$ cat src/rtl/acc_seq.sv
// acc_seq: accumulator read-modify-write sequencer.
// Latches op/operand/aout on start, computes the next accumulator value,
// presents it on ain and strobes wra (and rda first, for a store).
// Optional feature macro: ACC_SEQ_ROTATE_EN enables RAL/RAR; when undefined
// opcodes 110/111 complete as NOP and the rotate logic is not built.
module acc_seq #(
  parameter int WIDTH     = 12,
  parameter int WRA_PULSE = 1,
  parameter int RDA_PULSE = 1
) (
  input  logic             clk,
  input  logic             rst_n,
  input  logic             start,
  input  logic [2:0]       op,
  input  logic [WIDTH-1:0] operand,
  input  logic [WIDTH-1:0] aout,
  output logic [WIDTH-1:0] ain,
  output logic             wra,
  output logic             rda,
  output logic             link,
  output logic             zero,
  output logic             busy,
  output logic             done
);

  localparam logic [2:0] OP_NOP = 3'b000;
  localparam logic [2:0] OP_CLA = 3'b001;
  localparam logic [2:0] OP_TAD = 3'b010;
  localparam logic [2:0] OP_AND = 3'b011;
  localparam logic [2:0] OP_DCA = 3'b100;
  localparam logic [2:0] OP_CMA = 3'b101;
`ifdef ACC_SEQ_ROTATE_EN
  localparam logic [2:0] OP_RAL = 3'b110;
  localparam logic [2:0] OP_RAR = 3'b111;
`endif

  typedef enum logic [2:0] {S_IDLE, S_READ, S_CALC, S_WRITE, S_DONE} state_t;

  state_t           state, state_nxt;
  logic [1:0]       cnt;
  logic [2:0]       op_q;
  logic [WIDTH-1:0] opd_q, acc_q;
  logic [WIDTH-1:0] res;
  logic             res_link;
  logic [WIDTH:0]   sum;
  logic             op_is_nop;
  logic             wra_nxt, rda_nxt, busy_nxt, done_nxt;

  // Opcodes that complete without any write
`ifdef ACC_SEQ_ROTATE_EN
  assign op_is_nop = (op == OP_NOP);
`else
  assign op_is_nop = (op == OP_NOP) || (op[2:1] == 2'b11);
`endif

  // State register
  always_ff @(posedge clk or negedge rst_n) begin
    if (!rst_n) state <= S_IDLE;
    else        state <= state_nxt;
  end

  // Next-state logic; pulse lengths are counted by cnt within a state
  always_comb begin
    state_nxt = state;
    unique case (state)
      S_IDLE:  if (start) begin
                 if (op == OP_DCA)  state_nxt = S_READ;
                 else if (op_is_nop) state_nxt = S_DONE;
                 else                state_nxt = S_CALC;
               end
      S_READ:  if (cnt == 2'(RDA_PULSE - 1)) state_nxt = S_CALC;
      S_CALC:  state_nxt = S_WRITE;
      S_WRITE: if (cnt == 2'(WRA_PULSE - 1)) state_nxt = S_DONE;
      S_DONE:  state_nxt = S_IDLE;
      default: state_nxt = S_IDLE;
    endcase
  end

  // Output decode: strobes are looked-ahead from state_nxt so they come from flops
  always_comb begin
    wra_nxt  = (state_nxt == S_WRITE);
    rda_nxt  = (state_nxt == S_READ);
    done_nxt = (state_nxt == S_DONE);
    busy_nxt = (state_nxt != S_IDLE);
  end

  // Strobe/status flops
  always_ff @(posedge clk or negedge rst_n) begin
    if (!rst_n) begin
      wra  <= 1'b0;
      rda  <= 1'b0;
      done <= 1'b0;
      busy <= 1'b0;
    end else begin
      wra  <= wra_nxt;
      rda  <= rda_nxt;
      done <= done_nxt;
      busy <= busy_nxt;
    end
  end

  // Pulse counter restarts on every state change
  always_ff @(posedge clk or negedge rst_n) begin
    if (!rst_n)                  cnt <= '0;
    else if (state_nxt != state) cnt <= '0;
    else                         cnt <= cnt + 2'd1;
  end

  // Capture the request; start is ignored outside IDLE
  always_ff @(posedge clk or negedge rst_n) begin
    if (!rst_n) begin
      op_q  <= OP_NOP;
      opd_q <= '0;
      acc_q <= '0;
    end else if (state == S_IDLE && start) begin
      op_q  <= op;
      opd_q <= operand;
      acc_q <= aout;
    end
  end

  assign sum = {1'b0, acc_q} + {1'b0, opd_q};

  // Result datapath; link holds unless TAD/RAL/RAR change it
  always_comb begin
    res      = acc_q;
    res_link = link;
    unique case (op_q)
      OP_CLA: res = '0;
      OP_TAD: begin
        res      = sum[WIDTH-1:0];
        res_link = link ^ sum[WIDTH];
      end
      OP_AND: res = acc_q & opd_q;
      OP_DCA: res = '0;
      OP_CMA: res = ~acc_q;
`ifdef ACC_SEQ_ROTATE_EN
      OP_RAL: begin
        res      = {acc_q[WIDTH-2:0], link};
        res_link = acc_q[WIDTH-1];
      end
      OP_RAR: begin
        res      = {link, acc_q[WIDTH-1:1]};
        res_link = acc_q[0];
      end
`endif
      default: begin
        res      = acc_q;
        res_link = link;
      end
    endcase
  end

  // Architectural result registers, updated only at the CALC exit edge
  always_ff @(posedge clk or negedge rst_n) begin
    if (!rst_n) begin
      ain  <= '0;
      link <= 1'b0;
      zero <= 1'b1;
    end else if (state == S_CALC) begin
      ain  <= res;
      link <= res_link;
      zero <= (res == '0);
    end
  end

endmodule
$ cat config.mk
export PLATFORM = sky130hd
export DESIGN_NAME = acc_seq
export DESIGN_NICKNAME = d
export VERILOG_FILES = /design/src/rtl/acc_seq.sv
export SDC_FILE = /design/constraint.sdc
export NUM_CORES = 1
export LEC_CHECK = 0
export ABC_AREA = 1
export CELL_PAD_IN_SITES_DETAIL_PLACEMENT = 0
export CELL_PAD_IN_SITES_GLOBAL_PLACEMENT = 1
export CORE_UTILIZATION = 50
export CTS_BUF_LIST = sky130_fd_sc_hd__clkbuf_8
export DETAILED_ROUTE_END_ITERATION = 6
export DONT_BUFFER_PORTS = 1
export HOLD_SLACK_MARGIN = 0.15
export PLACE_DENSITY = 0.89
export RECOVER_POWER = 25
export SLEW_MARGIN = 5
export SYNTH_ARGS = -nofsm -noshare
export SYNTH_HDL_FRONTEND = slang
export SYNTH_SLANG_ARGS = --single-unit
$ cat constraint.sdc
create_clock -name clk -period 2.83 [get_ports clk]
set_input_delay 0.566 -clock clk [delete_from_list [all_inputs] [get_ports clk]]
set_output_delay 0.566 -clock clk [all_outputs]
set_load 0.005 [all_outputs]
==> results of run 1 <==
-- stage by stage --
step,util (%),instances,total power [mW],cell area (µm²)
global placement,52.8,478,3.93,3120
finish,55.1,488,4.53,3260
floorplan,-,410,3.40,3070
detailed placement,52.8,478,3.98,3120
CTS,55.5,488,4.57,3280
global route,55.1,488,5.04,3260
-- registers in the layout (all words and copies together), names as in the netlist --
signal / flops
ain: 12
busy: 1
done: 1
zero: 1
cnt: 2
wra: 1
rda: 1
link: 1
op_q: 3
state: 3
opd_q: 12
acc_q: 12
-- power breakdown --
group | total, mW | switching (mW) | internal, mW
registers | 1.32 | 0.275 | 1.04
logic | 2.67 | 1.70 | 0.967
clock network | 0.549 | 0.258 | 0.291
-- worst max-delay path by stage --
stage	startpoint	end	depth (start not counted)
2_1_floorplan	acc_q[0]	zero	16
3_3_place_gp	acc_q[0]	zero	16
3_5_place_dp	acc_q[0]	zero	16
4_1_cts	acc_q[0]	zero	16
5_1_grt	acc_q[0]	zero	16
6_report	acc_q[0]	zero	16
-- routing by layer --
layer | GRT usage (%) | vias to the layer above | wire [µm]
met4 | 6.43 | 0 | 123
li1 | - | 1324 | -
met3 | 4.89 | 12 | 340
met5 | 0 | - | 0
met1 | 32.2 | 1204 | 3260
met2 | 39.5 | 66 | 3350
-- cell usage in the layout, fill, tap and decap left out, types with 5 or more instances in the layout --
master,netlist,final
a21oi_1,19,19
mux2_2,13,13
nand4_1,10,10
nor2_1,42,42
nand3b_1,5,5
dfrtp_1,49,49
clkbuf_8,0,6
nand3_1,27,27
nand2_1,131,131
o21ai_0,13,13
inv_1,52,52
ha_1,13,13
-- final cells by class --
class | count | area (µm²) | share of cell area [%]
Tap cell | 75 | 93.8 | 2.88
Inverter | 56 | 210 | 6.45
Multi-Input combinational cell | 295 | 1550 | 47.6
Clock buffer | 6 | 82.6 | 2.53
Clock inverter | 2 | 38.8 | 1.19
Sequential cell | 50 | 1250 | 38.4
Timing Repair Buffer | 4 | 30.0 | 0.921
-- timing repair --
item	4_1_cts	5_1_grt
endpoints found under the hold margin	50	0
hold buffers	2	0
buffers inserted	0	0
-- cell families after synthesis --
group                    count (synthesis)
multiplexers                            13
AND/OR/NAND/NOR                        224
flip-flops                              50
buffers and inverters                   65
adder cells (fa/ha/maj)                 14
XOR/XNOR                                 1
AO/OA/AOI/OAI                           43
==> metrics.md, run 1 <==
| Metric | Value |
|---|---|
| RSZ-0062 raised after global routing | false |
| Slew HR | 19.3% |
| Height of the chip | roughly 80 µm |
| Status | finished, final reports clean |
| Bufs and invs on worst path | 2 |
| Leakage | about 1.7 nW |
| Mapped Nets | 454 |
| Filler instances | 592 |
| Pwr Density | 1390 nW/µm² |
| Reg2Reg Depth | 16 |
| Drt via density | 5.34 |
| Number of port buffers | 0 |
| Initial antenna violation count | 0 |
| Number of synthesized flops with an enable pin | 0 |
| Post-Synthesis Cells | 410 |
| Row count | 28 |
| Die width | 80.3 µm |
| First-pass GRT wire length | 11.8 mm |
| Hold EP | opd_q[7] |
| Final Max Tran Viols | 0 |
| Final WL | between 7 and 8 mm |
| Detailed-placement wirelength estimate | roughly 5.4 mm |
| Total CTS buffers | 5 |
| Top cells by count, synth | nand2_1 (131), inv_1 (52), dfrtp_1 (49) |
| Gr ovfl total | 0 |
| Top cell type's share of synthesized area | 40.0% |
| CTS root buffer | clkbuf_8 |
| Capturing point of the worst reg2reg path | zero |
| # diodes | 0 |
| XOR/XNOR Fraction of Synth Area | 0.286% |
| Flop2flop setup slack | 0.63 ns |
| Later-pin clock latency in the skew report | 0.31 ns |
| Fmax | between 0.4 and 0.5 GHz |
| Post-route ant nets | 0 |
| Overall Global Routing Usage | 24.1% |
| DR iter-0 viols | 150 |
| Die ar. | 6450 µm² |
| Top cells by area, synth | dfrtp_1 (40%), nand2_1 (16%), inv_1 (6.4%) |
| Post-Synth Adder-Cell Area | 5.96% |
| Hold Crit Depth | 1 |
| Worst min-delay path startpoint | operand[7] |
| Wirelength per Cell | about 15 µm |
| Compound-Gate Fraction of Synth Area | under 10% |
| CP Cell Sequence | ha_1, inv_1, fa_1, inv_1, nand2_1, nand2_1, nor2_1, nor2_1, nand2_1, nor2_1, nand3_1, nor2_1, nand3_1, nor2_1, nand2_1, nand2_1 |
| Crit-path max FO | 5 |
| Hold WC Path Type | in -> reg |
| Post-synthesis mux area share | 4.77% |
| Post-synthesis cell area | 3070 µm² |
| Maxcap violations | 0 |
| Fin Clk Skew | 0.00489 ns |
| Post-synthesis sequential area ratio | 40.8% |
| Largest net degree at the start of global routing | 51 |
| Top delay family on crit path | simple AND/OR/NAND/NOR gates |
| Max stage delay cell, worst path | dfrtp_1 |
| Asr flop ratio synth | 100% |
| Deepest clock path buffer count | 2 |
| DRC | 0 |
| Clk sinks | 50 |
| Num ports | 48 |
| Setup TNS | 0 ns |
| Critical path required time | 3.09 ns |
| Final WS setup | 0.627 ns |
| Syn Area/Cell | about 7.5 µm² |
| Worst setup SP type | flop |
| Share of layout cells above drive strength 1 | 9.20% |
| H-tree depth | 2 |
| Synthesis Warnings | 0 |
| FF-to-FF Start | acc_q[0] |
| Via count | about 2600 |
| CTS tree | done |
| Vias in the first global route | between 2000 and 2500 |
| WP data arrival | 2.46 ns |
| Cts repair resizes | 0 |
| Setup violations, final | 0 |
| Min Hold Slack | 0.399 ns |
| Post-synthesis simple-gate area fraction | roughly 31% |
| Cell taking the most area after synthesis | dfrtp_1 |
| Synth Register Bits | 50 |
| Crit path kind | reg -> reg |
| Primary FF master, synth | dfrtp_1 |
| Fin. Hold Viols | 0 |
| Worst-path clk slew | 0.10 ns |
| Core area | 5920 µm² |
| Initial core utilization | between 50% and 60% |
| Largest family of logic cells by synthesized area | simple AND/OR/NAND/NOR gates |
| Fin crit period | 2.20 ns |
| Yosys cell types | 34 |
| Actual slew at the worst max-slew pin | 1.21 ns |
| Dpl ws | around 0.66 ns |
| Maximum VDD drop | 0.000584 V |
| Drt pass-1 iters | 4 |
| Cell with the most instances after synthesis | nand2_1 |
| CP endpoint kind | flop |
| Critical path's largest stage delay | 0.40 ns |
| Layout area overhead | 6.32% |
| Final period utilization | 77.8% |
| # nets final | 456 |
| Global placement routability congestion | about 0.84 |
No activity file was read; power rests on OpenSTA's default activity.
==> run 2, diff against run 1 <==
--- a/config.mk
+++ b/config.mk
@@ -8,12 +8,12 @@
 export ABC_AREA = 1
 export CELL_PAD_IN_SITES_DETAIL_PLACEMENT = 0
 export CELL_PAD_IN_SITES_GLOBAL_PLACEMENT = 1
-export CORE_UTILIZATION = 50
+export CORE_UTILIZATION = 43
 export CTS_BUF_LIST = sky130_fd_sc_hd__clkbuf_8
 export DETAILED_ROUTE_END_ITERATION = 6
 export DONT_BUFFER_PORTS = 1
 export HOLD_SLACK_MARGIN = 0.15
-export PLACE_DENSITY = 0.89
+export PLACE_DENSITY = 0.82
 export RECOVER_POWER = 25
 export SLEW_MARGIN = 5
 export SYNTH_ARGS = -nofsm -noshare
==> constraint.sdc (replaced) <==
create_clock -name clk -period 2 [get_ports clk]
set_input_delay 0.4 -clock clk [delete_from_list [all_inputs] [get_ports clk]]
set_output_delay 0.4 -clock clk [all_outputs]
set_load 0.005 [all_outputs]
==> run 2 against run 1 <==
Effect of this change: first-iteration DRC count is 31% lower; hold slack worse by 0.16 ns; clock skew is 0.0013 ns higher; clock power is 8.9% higher; core utilization is 5.6 points lower; sequential share of layout area is 1.4 points lower; setup slack worse by 0.57 ns; sequential power is 43% higher; routed wire length is 1.1% lower; design area is 3.7% higher.
==> metrics.md, run 2 (same netlist as run 1, synthesis figures left out) <==
| Metric | Value |
|---|---|
| Clock power share | between 9 and 10% |
| Number of port buffers | 0 |
| FF-to-FF Start | opd_q[2] |
| Worst-path clk slew | 0.09 ns |
| Die ar. | about 7500 µm² |
| Leakage | 1.71 nW |
| Hold WC Path Type | in -> reg |
| Height of the chip | 86.5 µm |
| Setup violations, final | 0 |
| Post-route ant nets | 0 |
| Sw Ratio | about half |
| Detailed-placement wirelength estimate | between 5 and 6 mm |
| Sequential share of power | 28.9% |
| Via count | 2569 |
| DR iter-0 viols | 103 |
| CP endpoint kind | flop |
| Fin Clk Skew | 0.00616 ns |
| Total CTS buffers | 5 |
| # nets final | 463 |
| WP data arrival | 2.19 ns |
| Gr ovfl total | 0 |
| Int Pwr | 3.33 mW |
| Critical path required time | 2.25 ns |
| Status | finished, final reports clean |
| Row count | 30 |
| Initial antenna violation count | 0 |
| Largest net degree at the start of global routing | 51 |
| Core area | slightly below 7000 µm² |
| Slew HR | 20.7% |
| Post-layout util | about half |
| H-tree depth | 2 |
| Reg2Reg Depth | 15 |
| Min Hold Slack | between 0.2 and 0.25 ns |
| Deepest clock path buffer count | 2 |
| Most frequent cells in the layout | nand2_1 (129), inv_1 (50), dfrtp_1 (49) |
| Global placement routability congestion | roughly 0.84 |
| Maxcap violations | 0 |
| Final period utilization | 97.1% |
| Die width | 86.5 µm |
| Leading cell type in the layout, fill and taps excluded | nand2_1 |
| Vias in the first global route | 2533 |
| CTS root buffer | clkbuf_8 |
| CTS tree | done |
| Setup Buffers After CTS | 0 |
| Fin crit period | around 1.9 ns |
| Combinational Power Share | 61.9% |
| Drt pass-1 iters | 4 |
| Filler instances | 725 |
| Multi-input gate area | 1620 µm² |
| Sw power | 3.22 mW |
| Crit-path max FO | 7 |
| Drt via density | 4.98 |
| Maximum VDD drop | 0.000747 V |
| # diodes | 0 |
| Share of layout cells above drive strength 1 | 14.8% |
| Later-pin clock latency in the skew report | 0.30 ns |
| Fmax | 0.515 GHz |
| Pwr Density | 1940 nW/µm² |
| Final Cell Area | ~3400 µm² |
| Clk sinks | 50 |
| Hold EP | opd_q[6] |
| Crit path kind | reg -> reg |
| Final WL | 7.00 mm |
| Flop2flop setup slack | 0.06 ns |
| Worst setup SP type | flop |
| Area after DPL | roughly 3200 µm² |
| Worst min-delay path startpoint | operand[6] |
| DRC | 0 |
| Capturing point of the worst reg2reg path | zero |
| Num ports | 48 |
| RSZ-0062 raised after global routing | true |
| Register area | 1250 µm² |
| Wirelength per Cell | around 14 µm |
| Final Max Tran Viols | 0 |
| Initial core utilization | 44.9% |
| Regs by FF count | acc_q: 12 flops, ain: 12 flops, opd_q: 12 flops |
| Fin. Hold Viols | 0 |
| Hold Crit Depth | 1 |
| Layout area overhead | 10.3% |
| First-pass GRT wire length | 12.0 mm |
| Overall Global Routing Usage | 20.6% |
| Actual slew at the worst max-slew pin | 1.19 ns |
| Setup TNS | 0 ns |
run 2: changes by cell type in the layout (fill, tap and decap cells not counted), moves of 2 or more:
| cell | previous run | this run |
|---|---|---|
| buf_4 | 2 | 9 |
| ha_1 | 13 | 8 |
| a21oi_1 | 19 | 16 |
| a21oi_2 | 0 | 3 |
| ha_2 | 0 | 3 |
| ha_4 | 0 | 2 |
| inv_1 | 52 | 50 |
| inv_2 | 4 | 6 |
| nand2_1 | 131 | 129 |
| nand2_2 | 1 | 3 |
run 2: worst max path at each step:
| stage | startpoint | endpoint | slack [ns] | cells past startpoint |
|---|---|---|---|---|
| 6_report | opd_q[2] | zero | 0.06 | 15 |
| 5_1_grt | opd_q[0] | zero | -0.19 | 16 |
| 4_1_cts | opd_q[0] | zero | 0.03 | 16 |
| 3_5_place_dp | opd_q[0] | zero | -0.001 | 16 |
| 3_3_place_gp | opd_q[0] | zero | 0.04 | 16 |
| 2_1_floorplan | acc_q[0] | zero | 0.09 | 16 |
run 2: critical path, stage by stage (launching register included):
cell	delay, ns
dfrtp_1	0.40
ha_1	0.42
nand2_1	0.08
nand2_1	0.09
inv_1	0.05
nand2_1	0.10
nand2_1	0.08
nand2_1	0.07
nand2_1	0.05
nand3_1	0.08
nand2_1	0.06
nand2_1	0.11
nand3_1	0.09
nor2_1	0.09
nand2_1	0.06
nand2_1	0.05
run 2: power by group through the flow:
| stage | registers [mW] | clock network [mW] | logic [mW] |
|---|---|---|---|
| after floorplan | 1.74 | 0 | 3.07 |
| after global placement | 1.88 | 0 | 3.81 |
| after detailed placement | 1.89 | 0 | 3.84 |
| after CTS | 1.87 | 0.625 | 3.89 |
| after global routing | 1.95 | 0.656 | 4.71 |
| final | 1.89 | 0.598 | 4.05 |
run 2: area by class of cell:
cell class | count | area share, %
tap | 96 | 3.55
clock inverter | 2 | 0.370
sequential | 50 | 37.0
timing repair buffer | 11 | 2.44
multi-input combinational | 295 | 47.9
inverter | 56 | 6.22
clock buffer | 6 | 2.44
run 2: layer usage:
layer  share of wire (%)  vias up  global-route usage (%)  wire (µm)
met3                 4.2        8                    3.71        292
met5                   0        -                       0          0
met1                  49     1176                    28.4       3410
met4                 1.2        0                    4.70         84
met2                  46       58                    33.6       3220
li1                    -     1327                       -          -
run 2: metrics by stage:
step	setup WS, ns	total power, mW	std cells
6_report	0.0580	6.55	516
3_5_place_dp	-0.00141	5.73	506
2_1_floorplan	0.0928	4.81	410
3_3_place_gp	0.0396	5.69	506
4_1_cts	0.0280	6.39	516
5_1_grt	-0.187	7.32	516
run 2: what timing repair did:
action,CTS,global route
pin swaps,1,5
gates resized for setup,2,17
endpoints found under the setup margin,1,5
endpoints found under the hold margin,50,0
hold buffers,2,0
==> run 3, diff against run 2 <==
--- a/config.mk
+++ b/config.mk
@@ -8,8 +8,10 @@
 export ABC_AREA = 1
 export CELL_PAD_IN_SITES_DETAIL_PLACEMENT = 0
 export CELL_PAD_IN_SITES_GLOBAL_PLACEMENT = 1
+export CORE_MARGIN = 1
 export CORE_UTILIZATION = 43
 export CTS_BUF_LIST = sky130_fd_sc_hd__clkbuf_8
+export CTS_CLUSTER_SIZE = 14
 export DETAILED_ROUTE_END_ITERATION = 6
 export DONT_BUFFER_PORTS = 1
 export HOLD_SLACK_MARGIN = 0.15
==> results of run 3 <==
Final layout, timing and power as in run 2 (identical DEF).
